==> src/rtl/serial_adder_pkg.sv <==
// Shared definitions for the bit-serial adder: FSM state encoding and
// the helper that sizes the bit counter from the operand width.
package serial_adder_pkg;

  typedef enum logic [1:0] {
    IDLE  = 2'd0,
    SHIFT = 2'd1,
    DONE  = 2'd2
  } state_t;

  // Smallest counter width able to index WIDTH bits; never less than 1.
  function automatic int unsigned cnt_width(input int unsigned w);
    int unsigned r;
    r = 1;
    for (int unsigned i = 1; i < 32; i++) begin
      if ((32'd1 << i) < w) r = i + 1;
    end
    return r;
  endfunction

endpackage

==> src/rtl/full_adder.sv <==
// Single-bit full adder cell driven by the serial adder datapath.
module full_adder (
  input  logic a,
  input  logic b,
  input  logic carry_in,
  output logic sum,
  output logic carry_out
);

  assign sum       = a ^ b ^ carry_in;
  assign carry_out = (a & b) | (carry_in & (a ^ b));

endmodule

==> src/rtl/serial_adder.sv <==
// Bit-serial two's-complement adder: operands are shifted LSB-first through
// one full_adder with a registered carry; result returned over valid/ready.
module serial_adder
  import serial_adder_pkg::*;
#(
  parameter int unsigned WIDTH = 8
) (
  input  logic             clk,
  input  logic             rst,
  input  logic             in_valid,
  output logic             in_ready,
  input  logic [WIDTH-1:0] a,
  input  logic [WIDTH-1:0] b,
  input  logic             cin,
  output logic             out_valid,
  input  logic             out_ready,
  output logic [WIDTH-1:0] sum,
  output logic             cout,
  output logic             ovf
);

  localparam int unsigned     CW   = cnt_width(WIDTH);
  localparam logic [CW-1:0]   LAST = CW'(WIDTH - 1);

  state_t           r_state;
  logic [WIDTH-1:0] r_a_sh;
  logic [WIDTH-1:0] r_b_sh;
  logic [WIDTH-1:0] r_sum_sh;
  logic [WIDTH-1:0] r_sum;
  logic [CW-1:0]    r_count;
  logic             r_carry;
  logic             r_cout;
  logic             r_ovf;
  logic             r_in_ready;
  logic             r_out_valid;

  logic             w_fa_sum;
  logic             w_fa_cout;
  logic [WIDTH-1:0] w_sum_next;

  full_adder u_fa (
    .a         (r_a_sh[0]),
    .b         (r_b_sh[0]),
    .carry_in  (r_carry),
    .sum       (w_fa_sum),
    .carry_out (w_fa_cout)
  );

  assign w_sum_next = {w_fa_sum, r_sum_sh[WIDTH-1:1]};

  always_ff @(posedge clk) begin
    if (rst) begin
      r_state     <= IDLE;
      r_a_sh      <= '0;
      r_b_sh      <= '0;
      r_sum_sh    <= '0;
      r_sum       <= '0;
      r_count     <= '0;
      r_carry     <= 1'b0;
      r_cout      <= 1'b0;
      r_ovf       <= 1'b0;
      r_in_ready  <= 1'b1;
      r_out_valid <= 1'b0;
    end else begin
      case (r_state)
        IDLE: begin
          if (in_valid) begin
            r_a_sh     <= a;
            r_b_sh     <= b;
            r_carry    <= cin;
            r_count    <= '0;
            r_sum_sh   <= '0;
            r_in_ready <= 1'b0;
            r_state    <= SHIFT;
          end
        end

        SHIFT: begin
          r_a_sh   <= r_a_sh >> 1;
          r_b_sh   <= r_b_sh >> 1;
          r_sum_sh <= w_sum_next;
          r_carry  <= w_fa_cout;
          r_count  <= r_count + CW'(1);
          // Last step: pre-step carry is the carry into the MSB, so the
          // registered result can be formed here without an extra cycle.
          if (r_count == LAST) begin
            r_sum       <= w_sum_next;
            r_cout      <= w_fa_cout;
            r_ovf       <= r_carry ^ w_fa_cout;
            r_out_valid <= 1'b1;
            r_state     <= DONE;
          end
        end

        DONE: begin
          if (out_ready) begin
            r_out_valid <= 1'b0;
            r_in_ready  <= 1'b1;
            r_state     <= IDLE;
          end
        end

        default: begin
          r_out_valid <= 1'b0;
          r_in_ready  <= 1'b1;
          r_state     <= IDLE;
        end
      endcase
    end
  end

  assign in_ready  = r_in_ready;
  assign out_valid = r_out_valid;
  assign sum       = r_sum;
  assign cout      = r_cout;
  assign ovf       = r_ovf;

endmodule

==> config.mk <==
export PLATFORM = sky130hd
export DESIGN_NAME = serial_adder
export DESIGN_NICKNAME = d
export VERILOG_FILES = /design/src/rtl/serial_adder_pkg.sv /design/src/rtl/full_adder.sv /design/src/rtl/serial_adder.sv
export SDC_FILE = /design/constraint.sdc
export NUM_CORES = 1
export LEC_CHECK = 0
export BUFFER_PORTS_ARGS = -buffer_cell sky130_fd_sc_hd__clkbuf_2
export CAP_MARGIN = 20
export CORE_ASPECT_RATIO = 0.8
export CORE_UTILIZATION = 53
export CTS_BUF_LIST = sky130_fd_sc_hd__clkbuf_16
export DETAILED_ROUTE_END_ITERATION = 8
export PLACE_DENSITY = 0.77
export SLEW_MARGIN = 20
export SYNTH_ARGS = -nofsm -noshare
export SYNTH_HDL_FRONTEND = slang
export SYNTH_SLANG_ARGS = --single-unit
==> constraint.sdc <==
create_clock -name clk -period 1.95 [get_ports clk]
set_clock_uncertainty 0.15 [all_clocks]
set_input_delay 0.39 -clock clk [delete_from_list [all_inputs] [get_ports clk]]
set_output_delay 0.39 -clock clk [all_outputs]
set_load 0.01 [all_outputs]
==> results.ini <==
[pwr]
peakVddDrop_mv=0.575
power_density_nw_per_um2=989
power_uw=2000
p_leak_uw=0.000819

[synth]
syn_area_sq_um=1700
yosys_warnings=0
synth_top_family_by_area=compound AO/OA/AOI/OAI gates
syn_nets=201
synth_edf_count=0
synthXorXnorAreaFrac=0.00515
synthAdderAreaFrac=0.0265
synthFlopType=dfxtp_1
synthSimpleGateAreaFrac=0.116
synth_mux_area_frac=0.0118
synth_compound_gate_area_share=0.263
avgSynthCellArea_sq_um=9.61
yosys-top-cells-area=dfxtp_1, o221a_1, a21oi_2, a22oi_1, a21oi_1
async_flop_share=0
ys_seq_elements=41
yosysTopAreaCell=dfxtp_1
seq_area_frac_synth=0.483
synthCells=177
yosysUniqueCellTypes=30
yosysTopAreaCellShare=0.483

[routing]
first_pass_iters=4
drt_iter0_drc=101
vias_per_cell=5.50
drc=0
wl_per_cell_um=14.3
wl_um=3530
dr_total_vias=1359
ant_nets=0

[global_route]
grt-ovfl-total=0
grt_pass1_wl_um=5930
grt_usage=0.239
antenna_found_initial=0
grt_pass1_vias=1323
grt_max_degree=29

[clock_tree]
clock_sinks=41
cts-root-buf=clkbuf_16
postCtsSetupBuffers=0
cts_resized=0
cts_buffers=5
cts_tree=done
clkTransAtPathRegs_ns=0.06
ctsHoldBuffers=0
clk_latency_ns=0.28
htreeDepth=2
ctsLongestPathBuffers=2

[layout]
syn2layout_area_growth_pct=18.6
drive_gt1_frac=0.301
antenna_cells=0
layout.nets=232

[setup_path]
crit_start=r_count[0]
r2r_slack_ns=0.22
rr_worst_depth=5
r2r-start=r_count[0]
worstSetupStartpointType=register
critPathKind=register to register
required_ns=1.99
endpoint=ovf
worst_setup_path_end_kind=register
timing.rr.end=ovf
cp_max_fo=13
arrival_ns=1.77

[timing]
finalSetupTns_ns=0
tightest_slew_ns=0.467
period_needed_ns=1.73
final-setup-viol-count=0
hold_violations=0
post-route-period-util=0.889
fmax_mhz=577
max_slew_margin=0.688
rsz0062_at_grt=no
maxSlewViolCount=0

[die]
die-width_um=65.3
die_h_um=52.7
initial_utilization=0.588
rows=17
coreArea_sq_um=2890
die_area_sq_um=3440
io_pins=33

[run_status]
status=finished, final reports clean

[min_path]
hp-class=input pin to register

[run]
maxCapViolCount=0

[place]
gp_congestion=0.775
place_hpwl_um=2360
io_buffers=32

-- synth_stat cells, drive strengths merged (2+ instances only) --
cell type  number
a21oi          26
ha              2
nor2           19
inv            16
clkbuf          3
mux2i           2
nand2          19
o221a          15
buf            11
dfxtp          41
a22oi          11
-- how the worst min path moves through the flow --
stage,depth (start not counted),startpoint,slack [ns],to
after floorplan,2,r_sum_sh[1],0.28,sum[0]
after global placement,2,sum[6],0.29,sum[6]
after detailed placement,2,sum[3],0.30,sum[3]
after CTS,3,a[7],0.23,r_a_sh[7]
after global routing,2,b[2],0.24,r_b_sh[2]
final,2,b[5],0.23,r_b_sh[5]
-- sequential cells by signal, indices dropped and copies added (netlist names) --
register,cells
sum,8
r_b_sh,8
r_count,3
ovf,1
in_ready,1
r_a_sh,8
r_state,2
r_sum_sh,7
out_valid,1
r_carry,1
cout,1
-- layout by cell type (no fill, tap or decap), drive strengths merged --
| cell | count |
|---|---|
| a22oi | 11 |
| ha | 2 |
| clkbuf | 37 |
| clkinv | 1 |
| o221a | 15 |
| dfxtp | 41 |
| xnor2 | 1 |
| nor2b | 1 |
| inv | 16 |
| a21oi | 26 |
| fa | 1 |
| nor2 | 19 |
| and3b | 1 |
| o21ai | 1 |
| bufinv | 1 |
| buf | 6 |
| a21o | 1 |
| o21bai | 1 |
| nor3b | 1 |
| nand2b | 1 |
| mux2i | 2 |
| a211oi | 1 |
| nand3b | 1 |
| nor3 | 1 |
| clkinvlp | 1 |
| nand2 | 19 |
-- where the power goes --
part | internal, uW | switching [uW] | leakage [uW]
Clock | 598 | 313 | 0.0000775
Combinational | 85.1 | 97.4 | 0.000406
Sequential | 876 | 26.2 | 0.000335
-- kinds of logic (layout without fill, tap and decap cells) --
| family | Yosys count | in the layout |
|---|---|---|
| fa+ha+maj | 3 | 3 |
| buf+inv | 30 | 62 |
| compound gates | 56 | 56 |
| simple gates | 44 | 44 |
| mux | 2 | 2 |
| flops | 41 | 41 |
| xor+xnor | 1 | 1 |
-- worst max-delay path: stages (launching register included) --
cell and delay [ns]:
dfxtp_1 0.35, ha_1 0.16, ha_1 0.18, and3b_1 0.47, nor2_1 0.10, a211oi_1 0.24
-- per-layer routing --
| layer | share of wire | track usage | up-vias |
|---|---|---|---|
| li1 | - | - | 674 |
| met1 | 0.47 | 0.293 | 642 |
| met2 | 0.47 | 0.387 | 36 |
| met3 | 0.045 | 0.0783 | 7 |
| met4 | 0.017 | 0.0978 | 0 |
| met5 | 0 | 0 | - |
-- area by class of cell --
cell class | instances | area (sq um)
Clock buffer | 5 | 125
Sequential cell | 41 | 821
Multi-Input combinational cell | 106 | 717
Tap cell | 38 | 47.5
Timing Repair Buffer | 38 | 205
Inverter | 16 | 60.1
Fill cell | 233 | 876
Clock inverter | 3 | 41.3
-- stage by stage --
step	utilization	hold slack [ns]	cell area (sq um)	setup slack [ns]	std cells
floorplan	-	0.282	1700	0.479	177
global placement	0.640	0.294	1850	0.408	239
detailed placement	0.640	0.300	1850	0.227	239
CTS	0.697	0.225	2020	0.189	247
global route	0.697	0.241	2020	0.0522	247
finish	0.697	0.233	2020	0.217	247
Note: power is estimated with default switching activity, not from simulation.
